### config.mk
export PLATFORM = sky130hd
export DESIGN_NAME = tmr
export DESIGN_NICKNAME = d
export VERILOG_FILES = /design/src/rtl/tmr_pkg.sv /design/src/rtl/tmr_presc.sv /design/src/rtl/tmr.sv
export SDC_FILE = /design/constraint.sdc
export NUM_CORES = 1
export LEC_CHECK = 0
export ABC_AREA = 1
export BUFFER_PORTS_ARGS = -buffer_cell sky130_fd_sc_hd__buf_2
export CAP_MARGIN = 10
export CORE_ASPECT_RATIO = 0.75
export CORE_MARGIN = 1.5
export CORE_UTILIZATION = 30
export CTS_BUF_LIST = sky130_fd_sc_hd__clkbuf_8
export CTS_CLUSTER_DIAMETER = 100
export DETAILED_ROUTE_END_ITERATION = 10
export SYNTH_ARGS = -nofsm -noshare
export SYNTH_HDL_FRONTEND = slang
export SYNTH_SLANG_ARGS = --single-unit
### constraint.sdc
create_clock -name clk -period 2.5 [get_ports clk]
set_input_delay 0.25 -clock clk [delete_from_list [all_inputs] [get_ports clk]]
set_output_delay 0.25 -clock clk [all_outputs]
set_load 0.1 [all_outputs]
### src/rtl/tmr_pkg.sv
// Shared definitions for the interval timer: register map, CTRL bit layout,
// bus FSM state type and a helper that packs the CTRL read word.
package tmr_pkg;

  // Word offsets inside the 4-word register window
  localparam logic [1:0] ADDR_CTRL = 2'd0;
  localparam logic [1:0] ADDR_DIV  = 2'd1;
  localparam logic [1:0] ADDR_CNT  = 2'd2;
  localparam logic [1:0] ADDR_MS   = 2'd3;

  // CTRL bit positions
  localparam int CTRL_EN  = 0;
  localparam int CTRL_IE  = 1;
  localparam int CTRL_EXP = 31;

  // Bus responder states: IDLE waits for stb, ACK is the single ack cycle
  typedef enum logic {
    BUS_IDLE = 1'b0,
    BUS_ACK  = 1'b1
  } bus_state_e;

  // Pack CTRL for reads; unused bits read as zero
  function automatic logic [31:0] ctrl_word(input logic en, input logic ie, input logic exp_flag);
    logic [31:0] w;
    w           = '0;
    w[CTRL_EN]  = en;
    w[CTRL_IE]  = ie;
    w[CTRL_EXP] = exp_flag;
    return w;
  endfunction

endpackage

### src/rtl/tmr_presc.sv
// Prescaler: counts 0..PRESC-1 and flags the wrap cycle with a one-cycle tick.
module tmr_presc #(
  parameter int PRESC = 50000
) (
  input  logic clk,
  input  logic rst,
  output logic tick
);

  localparam int W = (PRESC > 2) ? $clog2(PRESC) : 1;
  localparam logic [W-1:0] LAST = W'(PRESC - 1);

  logic [W-1:0] cnt_q;
  logic [W-1:0] cnt_d;

  // Tick is high during the last count; the count wraps to 0 on that edge
  always_comb begin
    tick  = (cnt_q == LAST);
    cnt_d = tick ? '0 : cnt_q + W'(1);
  end

  // Prescaler count register
  always_ff @(posedge clk or negedge rst) begin
    if (!rst) cnt_q <= '0;
    else      cnt_q <= cnt_d;
  end

endmodule

### src/rtl/tmr.sv
// Memory-mapped interval timer with a free-running millisecond counter.
// Bus handshake: an access starts when stb=1 is seen while the responder is
// idle (ack=0). On that edge the write commits and the read data is captured;
// ack is then high for exactly one cycle and data_out is valid only while
// ack=1 (zero otherwise). The cycle after ack the responder is idle again, so
// a stb held high is treated as a fresh access acknowledged one cycle later.
module tmr
  import tmr_pkg::*;
#(
  parameter int CLK_FREQ = 50000000,
  parameter int TICK_HZ  = 1000
) (
  input  logic        clk,
  input  logic        rst,
  input  logic        stb,
  input  logic        we,
  input  logic [1:0]  addr,
  input  logic [31:0] data_in,
  output logic [31:0] data_out,
  output logic        ack,
  output logic        irq
);

  localparam int PRESC = CLK_FREQ / TICK_HZ;

  // Bus FSM
  bus_state_e state_q;
  bus_state_e state_d;
  logic       access;
  logic       wr;

  // Register file and timer state
  logic        en_q, en_d;
  logic        ie_q, ie_d;
  logic        exp_q, exp_d;
  logic [31:0] div_q, div_d;
  logic [31:0] cnt_q, cnt_d;
  logic [31:0] ms_q, ms_d;
  logic [31:0] data_out_q, data_out_d;
  logic        irq_q, irq_d;
  logic        exp_set;
  logic        tick;

  tmr_presc #(.PRESC(PRESC)) u_presc (
    .clk  (clk),
    .rst  (rst),
    .tick (tick)
  );

  // Bus FSM state register
  always_ff @(posedge clk or negedge rst) begin
    if (!rst) state_q <= BUS_IDLE;
    else      state_q <= state_d;
  end

  // Bus FSM next state: IDLE -> ACK on stb, ACK -> IDLE unconditionally
  always_comb begin
    state_d = state_q;
    unique case (state_q)
      BUS_IDLE: if (stb) state_d = BUS_ACK;
      BUS_ACK:  state_d = BUS_IDLE;
      default:  state_d = BUS_IDLE;
    endcase
  end

  // Bus FSM outputs: an access is accepted only from IDLE
  always_comb begin
    access = (state_q == BUS_IDLE) && stb;
    wr     = access && we;
    ack    = (state_q == BUS_ACK);
  end

  // Read mux samples the pre-update register values at the acking edge
  always_comb begin
    data_out_d = '0;
    if (access && !we) begin
      unique case (addr)
        ADDR_CTRL: data_out_d = ctrl_word(en_q, ie_q, exp_q);
        ADDR_DIV:  data_out_d = div_q;
        ADDR_CNT:  data_out_d = cnt_q;
        ADDR_MS:   data_out_d = ms_q;
        default:   data_out_d = '0;
      endcase
    end
  end

  // Timer, ms counter and register writes; expiry beats a concurrent EXP clear
  always_comb begin
    en_d    = en_q;
    ie_d    = ie_q;
    exp_d   = exp_q;
    div_d   = div_q;
    cnt_d   = cnt_q;
    ms_d    = ms_q + {31'd0, tick};
    exp_set = 1'b0;

    if (en_q) begin
      if (cnt_q > 32'd1) begin
        cnt_d = cnt_q - 32'd1;
      end else begin
        cnt_d   = div_q;
        exp_set = (cnt_q == 32'd1);
      end
    end

    if (wr) begin
      unique case (addr)
        ADDR_CTRL: begin
          en_d = data_in[CTRL_EN];
          ie_d = data_in[CTRL_IE];
          if (data_in[CTRL_EXP]) exp_d = 1'b0;
        end
        ADDR_DIV: begin
          div_d = data_in;
          if (en_q) cnt_d = data_in;
        end
        ADDR_MS:  ms_d = data_in;
        ADDR_CNT: ;
        default:  ;
      endcase
    end

    if (exp_set) exp_d = 1'b1;

    irq_d = exp_q & ie_q;
  end

  // Register state
  always_ff @(posedge clk or negedge rst) begin
    if (!rst) begin
      en_q       <= 1'b0;
      ie_q       <= 1'b0;
      exp_q      <= 1'b0;
      div_q      <= '0;
      cnt_q      <= '0;
      ms_q       <= '0;
      data_out_q <= '0;
      irq_q      <= 1'b0;
    end else begin
      en_q       <= en_d;
      ie_q       <= ie_d;
      exp_q      <= exp_d;
      div_q      <= div_d;
      cnt_q      <= cnt_d;
      ms_q       <= ms_d;
      data_out_q <= data_out_d;
      irq_q      <= irq_d;
    end
  end

  assign data_out = data_out_q;
  assign irq      = irq_q;

endmodule

## Word-level counts from Yosys, hierarchy flattened

Index checks and enable logic that the tools add are counted.

- $add $sub $neg: 3
- Eq/ne operators: 5
- Mux-type cells: 18
- Reduce and logical (&&, ||, !) cells: 11
- Bitwise gates (word level): 2
- Magnitude comparators: 1

Operator list:

| kind | number |
|---|---|
| 32-bit 2-to-1 mux | 8 |
| 32-bit one-hot mux with 4 select lines | 1 |
| 32-bit by 1-bit adder with 32-bit output | 1 |
| 32-bit by 1-bit equality test with 1-bit output, second input constant | 1 |
| 32-bit by 1-bit > comparator with 1-bit output, second input constant | 1 |
| 32-bit by 1-bit subtractor with 32-bit output, second input constant | 1 |
| 16-bit by 1-bit adder with 16-bit output, second input constant | 1 |
| 16-bit equality test, second input constant | 1 |
| 16-bit 2-to-1 mux | 1 |
| 1-bit 2-to-1 mux | 7 |
| 2-bit nonzero test | 3 |
| 2-bit equality test, second input constant | 2 |
| 2-bit AND reduction | 2 |
| 1-bit logical AND | 3 |
| 3-bit AND reduction | 1 |
| 2-bit by 1-bit equality test with 1-bit output, second input constant | 1 |
| 2-bit logical NOT | 1 |
| 1-bit one-hot mux with 2 select lines | 1 |
| 1-bit AND | 1 |
| 1-bit logical NOT | 1 |
| 1-bit inverter | 1 |

- Register bits after elaboration: 149
- Input port bits: 38
- Word-level logic and storage cells: 50
- Output and inout bits: 34

## Depth between registers and ports, before layout

Gate-level depths: netlist of run 1.

- Depth in word-level cells: 6
- Gate-level depth with buffers: 16
- Depth with buffers taken out: 16

## Modules after synthesis

From an unflattened synthesis of run 1, not the netlist that was laid out.

- Cells, all modules: 1285
- Area total of the unflattened synthesis: 8944.8 um^2

Modules (own cells, without submodules):

| module | cells each | area each (um^2) | times used |
|---|---|---|---|
| tmr | 1164 | 8067.7 | 1 |
| tmr_presc | 121 | 877.1 | 1 |

## Worst setup path after synthesis of run 1

OpenSTA, ideal clock, no wires.

- Path type: register -> register
- Start: register u_presc.cnt_q[0]
- End: register ms_q[30]
- Setup slack: 0.045 ns
- Stages on the path, launching flop included: 17
- Data required time: 2.383 ns
- Arrival: 2.338 ns
- Library setup time: 0.117 ns
- Cell sequence: dfrtp_1 > ha_1 > nand3_1 > nor2_1 > nand3_1 > inv_1 > ha_1 > ha_1 > nand3_1 > nor2_1 > inv_1 > nor2_1 > nand2_1 > nand2_1 > nand3_1 > o21ai_1 > inv_1

- Word-level cells in the longest chain between the ends: 4

Ends and longest elaborated chain:

| element | RTL line | RTL |
|---|---|---|
| start: declaration | tmr_presc.sv:13 | `logic [W-1:0] cnt_q;` |
| start signal: assignment | tmr_presc.sv:25 | `else cnt_q <= cnt_d;` |
| 16-bit equality test * | tmr_presc.sv:18 | `tick = (cnt_q == LAST);` |
| 32-bit by 1-bit adder with 32-bit output * | tmr.sv:94 | `ms_d = ms_q + {31'd0, tick};` |
| 32-bit 2-to-1 mux | tmr.sv:107 | `unique case (addr)` |
| 32-bit 2-to-1 mux * | tmr.sv:106 | `if (wr) begin` |
| named net ms_d[30] | tmr.sv:38 | `logic [31:0] ms_q, ms_d;` |
| end signal: assignment | tmr.sv:145 | `ms_q <= ms_d;` |
| end: declaration | tmr.sv:38 |  |

Mark *: on every way through the listed nets, which the timed path passes. The rest lies on a longest branch.
A chain may end at the register's enable or synchronous reset.

## Final worst setup path of run 1

- Start: register u_presc.cnt_q[0]
- End: register ms_q[17]

The elaborated chain is that of the path after synthesis.

==> run_results.csv, run 1 <==
group,metric,value,unit
finish,fin_util,35.9,%
flow_run,drv_cap,0,
floorplan,rows,53,
status,status,"complete, no violations",
timing,worstMarginPinSlew,0.791,ns
route,wirelength,30200,um
worst_setup_path,cp.arrival,2.65,ns
clock_tree,cts-root-buf,"clkbuf_8",
global_route,grt_usage,20.7,%
finish,drive_gt1_share,13.9,%
timing,setup_viol,0,
worst_setup_path,worstRegToRegCells,14,
timing,slew_viol_final,0,
logic_synthesis,netlist_instances,1214,
route,vias,8460,
floorplan,fp.dieW,200,um
place,gp_congestion,0.942,
clock_tree,clockBufferDepth,2,
worst_setup_path,path_max_fanout,4,
timing,rsz0062_at_grt,"false",
pwr,p_comb_share,31.0,%
pwr,p_sw_share,41.1,%
place,preCtsSetupSlack,-0.0149,ns
timing,setup_tns,0,ns
finish,fill_cells,3082,
route,drtPass1Iterations,5,
global_route,grt_pass1_wl,47000,um
floorplan,core-area,28400,um^2
route,drc,0,
floorplan,die_area,30200,um^2
floorplan,initial_core_util,30.8,%
pwr,power.share.clock,24.2,%
timing,clock_skew,0.0151,ns
timing,worst_slack,0.239,ns
logic_synthesis,synth_nets,1257,
place,hpwl,22600,um
finish,n_antenna_cell,0,
clock_tree,htree_levels,4,
pwr,peakVddDrop,0.000355,V
clock_tree,cts.sinks,149,
pwr,p_sw,3.25,mW
min_path,hold_depth,3,
global_route,grt_pass1_vias,8028,
logic_synthesis,seq_area_frac_synth,42.6,%
place,portBuffers,71,
floorplan,die_h,151,um
pwr,power_frac_seq,44.8,%
clock_tree,clock_latency,0.50,ns
timing,hold_violations,0,
route,wl_per_cell,17.8,um
logic_synthesis,syn_area,8750,um^2
timing,max-slew-margin-rel,47.2,%
floorplan,io_pins,72,
timing,min_period,2.26,ns
pwr,internal_power,4.65,mW
logic_synthesis,ys_types,41,
clock_tree,cts_inserted_buffers,17,
worst_setup_path,worstPathRequired,2.89,ns
min_path,hold_class,"input port to flip-flop",
worst_setup_path,end_kind,"flip-flop",
global_route,gr-total-overflow,0,
logic_synthesis,ys_ff_latch,149,
logic_synthesis,postSynthAreaPerCell,7.21,um^2
timing,max_freq,442,MHz
global_route,antenna_found_initial,0,
logic_synthesis,ys_warn_count,0,
route,ant_nets,0,
global_route,grt_start_max_net_pins,66,
route,via_per_inst,4.97,
worst_setup_path,critPathLaunchType,"flip-flop",
finish,nets,1348,
pwr,p_per_area,775,nW/um^2
clock_tree,cts_tree,"built",
worst_setup_path,criticalPathCategory,"flip-flop to flip-flop",
clock_tree,clk_pin_slew,0.08,ns
timing,finalCritPeriodShare,90.4,%
pwr,leakage,5.17,nW
route,initialDrtViolationCount,751,
finish,area_growth,16.4,%
stage by stage:
step / std cells / hold slack, ns / power, mW / area, um^2
final: 1701 / 0.0404 / 7.90 / 10200
after global routing: 1701 / 0.0288 / 8.45 / 10200
after CTS: 1701 / 0.000388 / 7.91 / 10100
after detailed placement: 1661 / 0.194 / 5.96 / 9660
after global placement: 1661 / 0.195 / 5.93 / 9660
after floorplan: 1214 / -0.0456 / 5.12 / 8750
power by group through the flow:
| stage | registers, mW | logic, mW | clock network (mW) |
|---|---|---|---|
| floorplan | 3.53 | 1.59 | 0 |
| global placement | 3.55 | 2.38 | 0 |
| detailed placement | 3.55 | 2.41 | 0 |
| CTS | 3.51 | 2.43 | 1.97 |
| global route | 3.60 | 2.78 | 2.07 |
| finish | 3.54 | 2.45 | 1.91 |
final timing paths:
check	start	endpoint	slack, ns
worst max-delay path	u_presc.cnt_q[0]	ms_q[17]	0.24
worst min register to register	ack	ack	0.47
max in group asynchronous	rst	ms_q[12]	1.54
worst max register to register	u_presc.cnt_q[0]	ms_q[17]	0.24
min in group asynchronous	rst	ack	0.22
worst min-delay path	data_in[26]	div_q[26]	0.04
area by class of cell:
type,count,area [um^2],area share [%]
well taps,385,482,4.73
flip-flops and latches,149,3730,36.6
clock inverters,10,109,1.07
multi-input cells,842,4160,40.8
repair buffers,114,759,7.45
clock buffers,20,275,2.70
inverters,181,679,6.67
placed cells by master, fill, tap and decap left out, types with 16 or more instances in the layout:
cell      count
buf_2        70
buf_4        29
clkbuf_8     20
dfrtp_1     148
inv_1       179
nand2_1     320
nand3_1     119
nand4_1      18
nor2_1      127
nor3_1       16
o21ai_0      92
o21ai_1      19
o221ai_1     16
xor2_1       26
worst max-delay path, cell delays in order (launching register included):
cell	delay, ns
dfrtp_1	0.38
ha_2	0.20
nand3_1	0.09
nor2_1	0.10
nand3_1	0.11
inv_2	0.11
ha_4	0.18
nand3_1	0.10
inv_1	0.09
nand2_1	0.10
nor2_1	0.27
nand3_1	0.14
xor2_1	0.17
nand2_1	0.06
nand2_1	0.05
repair_timing:
| item | CTS | global route |
|---|---|---|
| hold buffers | 10 | 0 |
| buffers inserted | 0 | 0 |
| endpoints found under the setup margin | 1 | 17 |
| gates resized for setup | 1 | 14 |
| hold endpoints to repair | 46 | 0 |
| cloned | 0 | 0 |
| pin swaps | 0 | 2 |
state kept, by name (all words and copies together) (netlist names):
| name | count |
|---|---|
| data_out | 32 |
| en_q | 1 |
| cnt_q | 32 |
| exp_q | 1 |
| irq | 1 |
| ie_q | 1 |
| div_q | 32 |
| ms_q | 32 |
| ack | 1 |
| u_presc.cnt_q | 16 |
Yosys cell counts (all sizes together):
| cell type | instances | share of area, % |
|---|---|---|
| o21bai | 3 | 0.26 |
| mux2i | 3 | 0.34 |
| nand4 | 18 | 1.3 |
| nor4 | 1 | 0.072 |
| a21oi | 7 | 0.40 |
| nor2 | 145 | 7.0 |
| nand3 | 133 | 8.3 |
| o22ai | 12 | 0.86 |
| nor3b | 1 | 0.086 |
| a221oi | 1 | 0.10 |
| nand2 | 327 | 14 |
| or2 | 2 | 0.14 |
| nand3b | 2 | 0.17 |
| xnor2 | 2 | 0.20 |
| o221ai | 16 | 1.6 |
| buf | 25 | 2.2 |
| a31oi | 4 | 0.29 |
| xor2 | 26 | 2.6 |
| a211oi | 1 | 0.086 |
| dfrtp | 149 | 43 |
| nor3 | 17 | 1.0 |
| a41oi | 2 | 0.20 |
| ha | 5 | 0.71 |
| o21a | 1 | 0.086 |
| clkbuf | 17 | 0.73 |
| o211ai | 1 | 0.086 |
| o21ai | 112 | 6.4 |
| inv | 181 | 7.8 |
layer usage:
| layer | vias to the layer above | wire, um | GRT usage, % |
|---|---|---|---|
| met2 | 332 | 12300 | 29.3 |
| met5 | - | 0 | 0 |
| met4 | 0 | 542 | 6.02 |
| met1 | 4040 | 14400 | 29.7 |
| met3 | 36 | 2990 | 6.95 |
| li1 | 4052 | - | - |
cell families (layout without fill, tap and decap cells):
group	after synthesis	count (layout)	synth area share, %
AO/OA/AOI/OAI	160	160	10.4
adder cells (fa/ha/maj)	5	5	0.715
XOR/XNOR	28	28	2.80
flip-flops	149	149	42.6
AND/OR/NAND/NOR	646	646	32.5
multiplexers	3	3	0.343
buffers and inverters	223	325	10.7
No activity file was read; power rests on OpenSTA's default activity.
==> run 2, diff against run 1 <==
--- a/config.mk
+++ b/config.mk
@@ -10,10 +10,11 @@
 export CAP_MARGIN = 10
 export CORE_ASPECT_RATIO = 0.75
 export CORE_MARGIN = 1.5
-export CORE_UTILIZATION = 30
+export CORE_UTILIZATION = 56
 export CTS_BUF_LIST = sky130_fd_sc_hd__clkbuf_8
 export CTS_CLUSTER_DIAMETER = 100
 export DETAILED_ROUTE_END_ITERATION = 10
+export PLACE_DENSITY = 0.78
 export SYNTH_ARGS = -nofsm -noshare
 export SYNTH_HDL_FRONTEND = slang
 export SYNTH_SLANG_ARGS = --single-unit
==> run_results.csv, run 2 (same netlist as run 1, synthesis figures left out) <==
group,metric,value,unit
global_route,grt_usage,35.7,%
route,drtPass1Iterations,7,
finish,fill_cells,1424,
floorplan,rows,39,
clock_tree,clock_latency,0.48,ns
finish,multiInputGateArea,4140,um^2
timing,finalCritPeriodShare,94.4,%
finish,seq_area,3730,um^2
timing,min_period,2.36,ns
route,wirelength,27800,um
floorplan,io_pins,72,
clock_tree,cts_inserted_buffers,17,
finish,final_cell_mix,"nand2_1 (321), inv_1 (179), dfrtp_1 (148), nor2_1 (126), nand3_1 (118)",
route,via_per_inst,5.69,
route,wl_per_cell,18.4,um
clock_tree,cts_tree,"built",
floorplan,fp.dieW,147,um
global_route,grt_start_max_net_pins,66,
worst_setup_path,path_max_fanout,3,
timing,setup_viol,0,
clock_tree,htree_levels,4,
floorplan,initial_core_util,57.3,%
route,initialDrtViolationCount,986,
pwr,p_sw,3.29,mW
finish,drive_gt1_share,13.6,%
global_route,grt_pass1_vias,8020,
worst_setup_path,worstPathRequired,2.88,ns
global_route,antenna_found_initial,0,
timing,worstMarginPinSlew,0.885,ns
status,status,"complete, no violations",
worst_setup_path,critPathLaunchType,"flip-flop",
timing,rsz0062_at_grt,"false",
flow_run,drv_cap,0,
route,ant_nets,0,
pwr,internal_power,4.66,mW
clock_tree,clockBufferDepth,2,
clock_tree,cts-root-buf,"clkbuf_8",
pwr,peakVddDrop,0.000560,V
worst_setup_path,end_kind,"flip-flop",
global_route,grt_pass1_wl,44400,um
pwr,power,7.95,mW
pwr,p_per_area,813,nW/um^2
place,portBuffers,71,
clock_tree,clk_pin_slew,0.08,ns
finish,n_antenna_cell,0,
floorplan,core-area,15300,um^2
timing,hold_ws,0.00695,ns
floorplan,die_area,16400,um^2
pwr,p_sw_share,41.4,%
finish,final_common_cell,"nand2_1",
timing,max_freq,424,MHz
pwr,p_comb_share,31.8,%
min_path,hold_class,"input port to flip-flop",
global_route,gr-total-overflow,0,
timing,clock_skew,0.0104,ns
timing,slew_viol_final,0,
pwr,power_frac_seq,44.3,%
clock_tree,cts.sinks,149,
timing,max-slew-margin-rel,40.9,%
floorplan,die_h,111,um
finish,area_growth,11.7,%
finish,nets,1333,
worst_setup_path,criticalPathCategory,"flip-flop to flip-flop",
route,vias,8576,
pwr,power.share.clock,23.8,%
timing,hold_violations,0,
place,hpwl,20500,um
route,drc,0,
pwr,leakage,5.10,nW
place,gp_congestion,1.02,
worst_setup_path,cp.arrival,2.73,ns
## run 2: power by group through the flow
stage	sequential (mW)	combinational, mW	clock, mW
final	3.53	2.53	1.89
after global routing	3.57	2.82	2.01
after CTS	3.49	2.47	1.91
after detailed placement	3.53	2.46	0
after global placement	3.53	2.41	0
after floorplan	3.53	1.59	0
## run 2: routing by layer
| metal | global-route usage (%) | up-vias | share of wire (%) |
|---|---|---|---|
| li1 | - | 4024 | - |
| met1 | 51.5 | 4041 | 43 |
| met2 | 50.7 | 459 | 42 |
| met3 | 11.6 | 52 | 12 |
| met4 | 11.2 | 0 | 2.3 |
| met5 | 0 | - | 0 |
## run 2: worst paths after layout
| check | start | to | slack (ns) | cells after the start |
|---|---|---|---|---|
| worst max register to register | u_presc.cnt_q[0] | ms_q[16] | 0.14 | 15 |
| worst min register to register | ack | ack | 0.46 | 1 |
| min in group asynchronous | rst | ms_q[18] | 0.28 | 2 |
| worst max-delay path | u_presc.cnt_q[0] | ms_q[16] | 0.14 | 15 |
| max in group asynchronous | rst | ms_q[21] | 1.44 | 3 |
| worst min-delay path | stb | ack | 0.007 | 3 |
## run 2: area by class of cell
type	instances	area share (%)
clock buffers	20	2.81
clock inverters	10	1.10
inverters	181	6.94
multi-input cells	842	42.3
flip-flops and latches	149	38.1
well taps	205	2.62
repair buffers	99	6.13
## run 2: critical path, stage by stage, from the launching register on
cell     delay (ns)
dfrtp_1        0.39
ha_2           0.21
nand3_1        0.10
nor2_1         0.14
nand3_2        0.10
inv_2          0.08
ha_2           0.20
ha_1           0.20
nand3_2        0.11
buf_4          0.16
inv_1          0.08
nand2_1        0.10
o21ai_1        0.14
nand3_1        0.08
o21ai_1        0.11
inv_1          0.06
## run 2: what timing repair did
item / 4_1_cts / 5_1_grt
pin swaps: 0 / 1
hold buffers: 1 / 0
gates resized for setup: 1 / 11
setup buffers: 0 / 1
hold endpoints to repair: 52 / 0
endpoints found under the setup margin: 1 / 15
## run 2: per-stage QoR
| stage | worst slack [ns] | TNS (ns) | instance area, um^2 | util [%] | cells |
|---|---|---|---|---|---|
| 6_report | 0.140 | 0 | 9780 | 64.1 | 1506 |
| 5_1_grt | 0.0137 | 0 | 9780 | 64.1 | 1506 |
| 4_1_cts | 0.0109 | 0 | 9750 | 63.8 | 1505 |
| 3_5_place_dp | -0.0349 | -0.0349 | 9350 | 61.2 | 1474 |
| 3_3_place_gp | 0.0826 | 0 | 9350 | 61.2 | 1474 |
| 2_1_floorplan | 0.0448 | 0 | 8750 | - | 1214 |
==> run 3, diff against run 2 <==
--- a/config.mk
+++ b/config.mk
@@ -5,7 +5,6 @@
 export SDC_FILE = /design/constraint.sdc
 export NUM_CORES = 1
 export LEC_CHECK = 0
-export ABC_AREA = 1
 export BUFFER_PORTS_ARGS = -buffer_cell sky130_fd_sc_hd__buf_2
 export CAP_MARGIN = 10
 export CORE_ASPECT_RATIO = 0.75
@@ -14,7 +13,8 @@
 export CTS_BUF_LIST = sky130_fd_sc_hd__clkbuf_8
 export CTS_CLUSTER_DIAMETER = 100
 export DETAILED_ROUTE_END_ITERATION = 10
-export PLACE_DENSITY = 0.78
+export PLACE_DENSITY = 0.79
+export SLEW_MARGIN = 0
 export SYNTH_ARGS = -nofsm -noshare
 export SYNTH_HDL_FRONTEND = slang
 export SYNTH_SLANG_ARGS = --single-unit
==> run_results.csv, run 3 <==
group,metric,value,unit
place,placed_cell_area,8540,um^2
status,status,"finished, violations left",
clock_tree,cts-root-buf,"clkbuf_8",
flow_run,drv_cap,0,
place,hpwl,13500,um
timing,max_freq,421,MHz
route,drtPass1Iterations,8,
clock_tree,cts_inserted_buffers,17,
logic_synthesis,syn_area,7770,um^2
timing,finalCritPeriodShare,95.1,%
global_route,gr-total-overflow,0,
floorplan,fp.dieW,139,um
global_route,grt_pass1_vias,6249,
finish,area_growth,15.6,%
global_route,grt_pass1_wl,33100,um
timing,rsz0062_at_grt,"false",
global_route,grt_use_met1,44.3,%
route,via_per_inst,5.91,
worst_setup_path,criticalPathCategory,"flip-flop to flip-flop",
worst_setup_path,worstPathRequired,2.87,ns
finish,nets,983,
finish,fin_util,65.8,%
timing,slew_viol_final,0,
logic_synthesis,synth_top_area_share,48.0,%
logic_synthesis,seq_area_frac_synth,48.0,%
route,wl_per_cell,17.8,um
pwr,power_frac_seq,48.1,%
timing,min_period,2.38,ns
pwr,p_sw_share,37.3,%
worst_setup_path,crit_path_cell_trace,"ha_2 -> nand3_2 -> nor4_2 -> and3_4 -> ha_4 -> ha_4 -> nand3_4 -> nor2_4 -> and2_4 -> buf_4 -> nand3_1 -> xor2_1 -> a21oi_1",
place,portBuffers,71,
worst_setup_path,crit_top_cell,"ha_4",
worst_setup_path,path_max_fanout,3,
clock_tree,cts_tree,"built",
finish,final_common_cell,"nand2_1",
clock_tree,clockBufferDepth,2,
floorplan,die_area,14600,um^2
place,dp.cells,1094,
finish,n_antenna_cell,0,
floorplan,initial_core_util,56.9,%
logic_synthesis,synth_nets,900,
clock_tree,clock_latency,0.46,ns
global_route,grt_start_max_net_pins,63,
route,wirelength,20000,um
finish,layout.cells.non_filler,1128,
clock_tree,clk_pin_slew,0.08,ns
route,vias,6664,
worst_setup_path,cpMaxStageDelayCell,"dfrtp_1",
logic_synthesis,synth_most_common_cell,"nand2_1",
route,initialDrtViolationCount,692,
logic_synthesis,ys_warn_count,0,
pwr,peakVddDrop,0.000490,V
floorplan,rows,37,
logic_synthesis,ys_ff_latch,149,
logic_synthesis,synth-edff-count,0,
logic_synthesis,postSynthAreaPerCell,9.07,um^2
timing,max-slew-margin-rel,51.1,%
worst_setup_path,cp.arrival,2.75,ns
floorplan,io_pins,72,
route,ant_nets,0,
logic_synthesis,synthTopCellsByCount,"nand2_1 (152), dfrtp_1 (149), nor2_1 (110), o21ai_0 (64), xor2_1 (49)",
global_route,grt_use_met3,5.91,%
logic_synthesis,netlist_instances,857,
logic_synthesis,yosys-top-cells-area,"dfrtp_1 (48%), nand2_1 (7.3%), xor2_1 (5.5%)",
timing,hold_ws,0.0199,ns
global_route,use_met2,42.4,%
floorplan,core-area,13700,um^2
floorplan,die_h,105,um
logic_synthesis,synth_top_area_cell,"dfrtp_1",
timing,hold_violations,0,
timing,clock_skew,0.0108,ns
pwr,internal_power,4.66,mW
logic_synthesis,synthFlopType,"dfrtp_1",
pwr,power,7.44,mW
global_route,grt_usage,29.1,%
pwr,p_per_area,828,nW/um^2
global_route,top_usage_layer,"met1",
global_route,antenna_found_initial,0,
min_path,hold_class,"input port to flip-flop",
logic_synthesis,ys_types,53,
finish,drive_gt1_share,21.8,%
timing,setup_viol,0,
worst_setup_path,critPathMaxStageDelay,0.37,ns
finish,fill_cells,1074,
status,violations,"design-rule violations",
worst_setup_path,critPathLaunchType,"flip-flop",
pwr,power.share.clock,24.1,%
pwr,leakage,4.10,nW
logic_synthesis,synthArstFlopShare,100,%
clock_tree,htree_levels,4,
finish,final_cell_mix,"nand2_1 (152), dfrtp_1 (148), nor2_1 (109), buf_2 (70), o21ai_0 (64)",
clock_tree,cts.sinks,149,
route,drc,6,
place,gp_congestion,0.878,
pwr,p_comb_share,27.8,%
pwr,p_sw,2.78,mW
finish,design_area,8990,um^2
timing,worstMarginPinSlew,0.734,ns
worst_setup_path,end_kind,"flip-flop",
[run 3: changes by cell type in the layout (fill, tap and decap cells not counted), moves of 17 or more]
cell / change
o21ai_0: -28
nor2_1: -17
a22oi_1: +30
mux2_2: +34
inv_1: -172
nand3_1: -93
nand2_1: -169
a21oi_1: +35
xor2_1: +23
[run 3: worst max-delay path: cells and delay by family, from the launching register on]
family / cells / cell delay [ns]
AOI/OAI and AO/OA: 1 / 0.18
xor gates and xnor gates: 1 / 0.16
adders and majority gates: 3 / 0.51
buffers and inverters: 1 / 0.12
DFF: 1 / 0.37
and+or+nand+nor: 7 / 0.95
[run 3: cells by family (layout without fill, tap and decap cells)]
| group | count (synthesis) | in the layout | share of synthesized area [%] |
|---|---|---|---|
| and+or+nand+nor | 376 | 376 | 22.2 |
| AOI/OAI and AO/OA | 165 | 165 | 12.5 |
| DFF | 149 | 149 | 48.0 |
| xor gates and xnor gates | 64 | 64 | 7.21 |
| buffers and inverters | 58 | 154 | 3.19 |
| muxes | 40 | 40 | 6.18 |
| adders and majority gates | 5 | 5 | 0.805 |
[run 3: power groups by stage]
stage | Sequential (mW) | Combinational [mW] | Clock (mW)
after floorplan | 3.59 | 1.37 | 0
after global placement | 3.55 | 1.99 | 0
after detailed placement | 3.58 | 2.04 | 0
after CTS | 3.54 | 2.06 | 1.82
after global routing | 3.65 | 2.31 | 1.94
final | 3.58 | 2.07 | 1.79
[run 3: timing repair]
| item | CTS | global route |
|---|---|---|
| endpoints found under the hold margin | 59 | 0 |
| setup endpoints to repair | 9 | 28 |
| gates resized for setup | 4 | 4 |
| hold buffers | 1 | 0 |
| pin swaps | 3 | 1 |
| setup buffers | 0 | 1 |
[run 3: layout make-up]
cell class,instances,area (um^2),share of cell area (%)
flip-flops and latches,149,3730,41.5
inverters,6,22.5,0.251
repair buffers,116,752,8.37
multi-input cells,650,3880,43.2
clock buffers,22,303,3.37
well taps,175,219,2.44
clock inverters,10,78.8,0.877
[run 3: worst paths after layout]
check                                  from               end  slack, ns  cells after the start
max in group asynchronous               rst          ms_q[23]       1.46                      3
min in group asynchronous               rst  u_presc.cnt_q[8]       0.35                      2
min reg2reg                             ack               ack       0.49                      1
min                             data_in[26]         div_q[26]       0.02                      3
max reg2reg                u_presc.cnt_q[0]          ms_q[20]       0.12                     13
max                        u_presc.cnt_q[0]          ms_q[20]       0.12                     13
[run 3: metal layers]
layer / share of wire, % / routed length [um] / vias to the layer above
met3: 8.5 / 1710 / 16
met4: 0.98 / 196 / 0
li1: - / - / 3121
met2: 43 / 8660 / 329
met5: 0 / 0 / -
met1: 47 / 9470 / 3198
[run 3: stage by stage]
| stage | TNS, ns | setup slack, ns |
|---|---|---|
| 3_5_place_dp | -0.159 | -0.0486 |
| 3_3_place_gp | 0 | 0.0744 |
| 6_report | 0 | 0.123 |
| 5_1_grt | 0 | 0.00666 |
| 4_1_cts | 0 | 0.0445 |
| 2_1_floorplan | -0.0311 | -0.0117 |
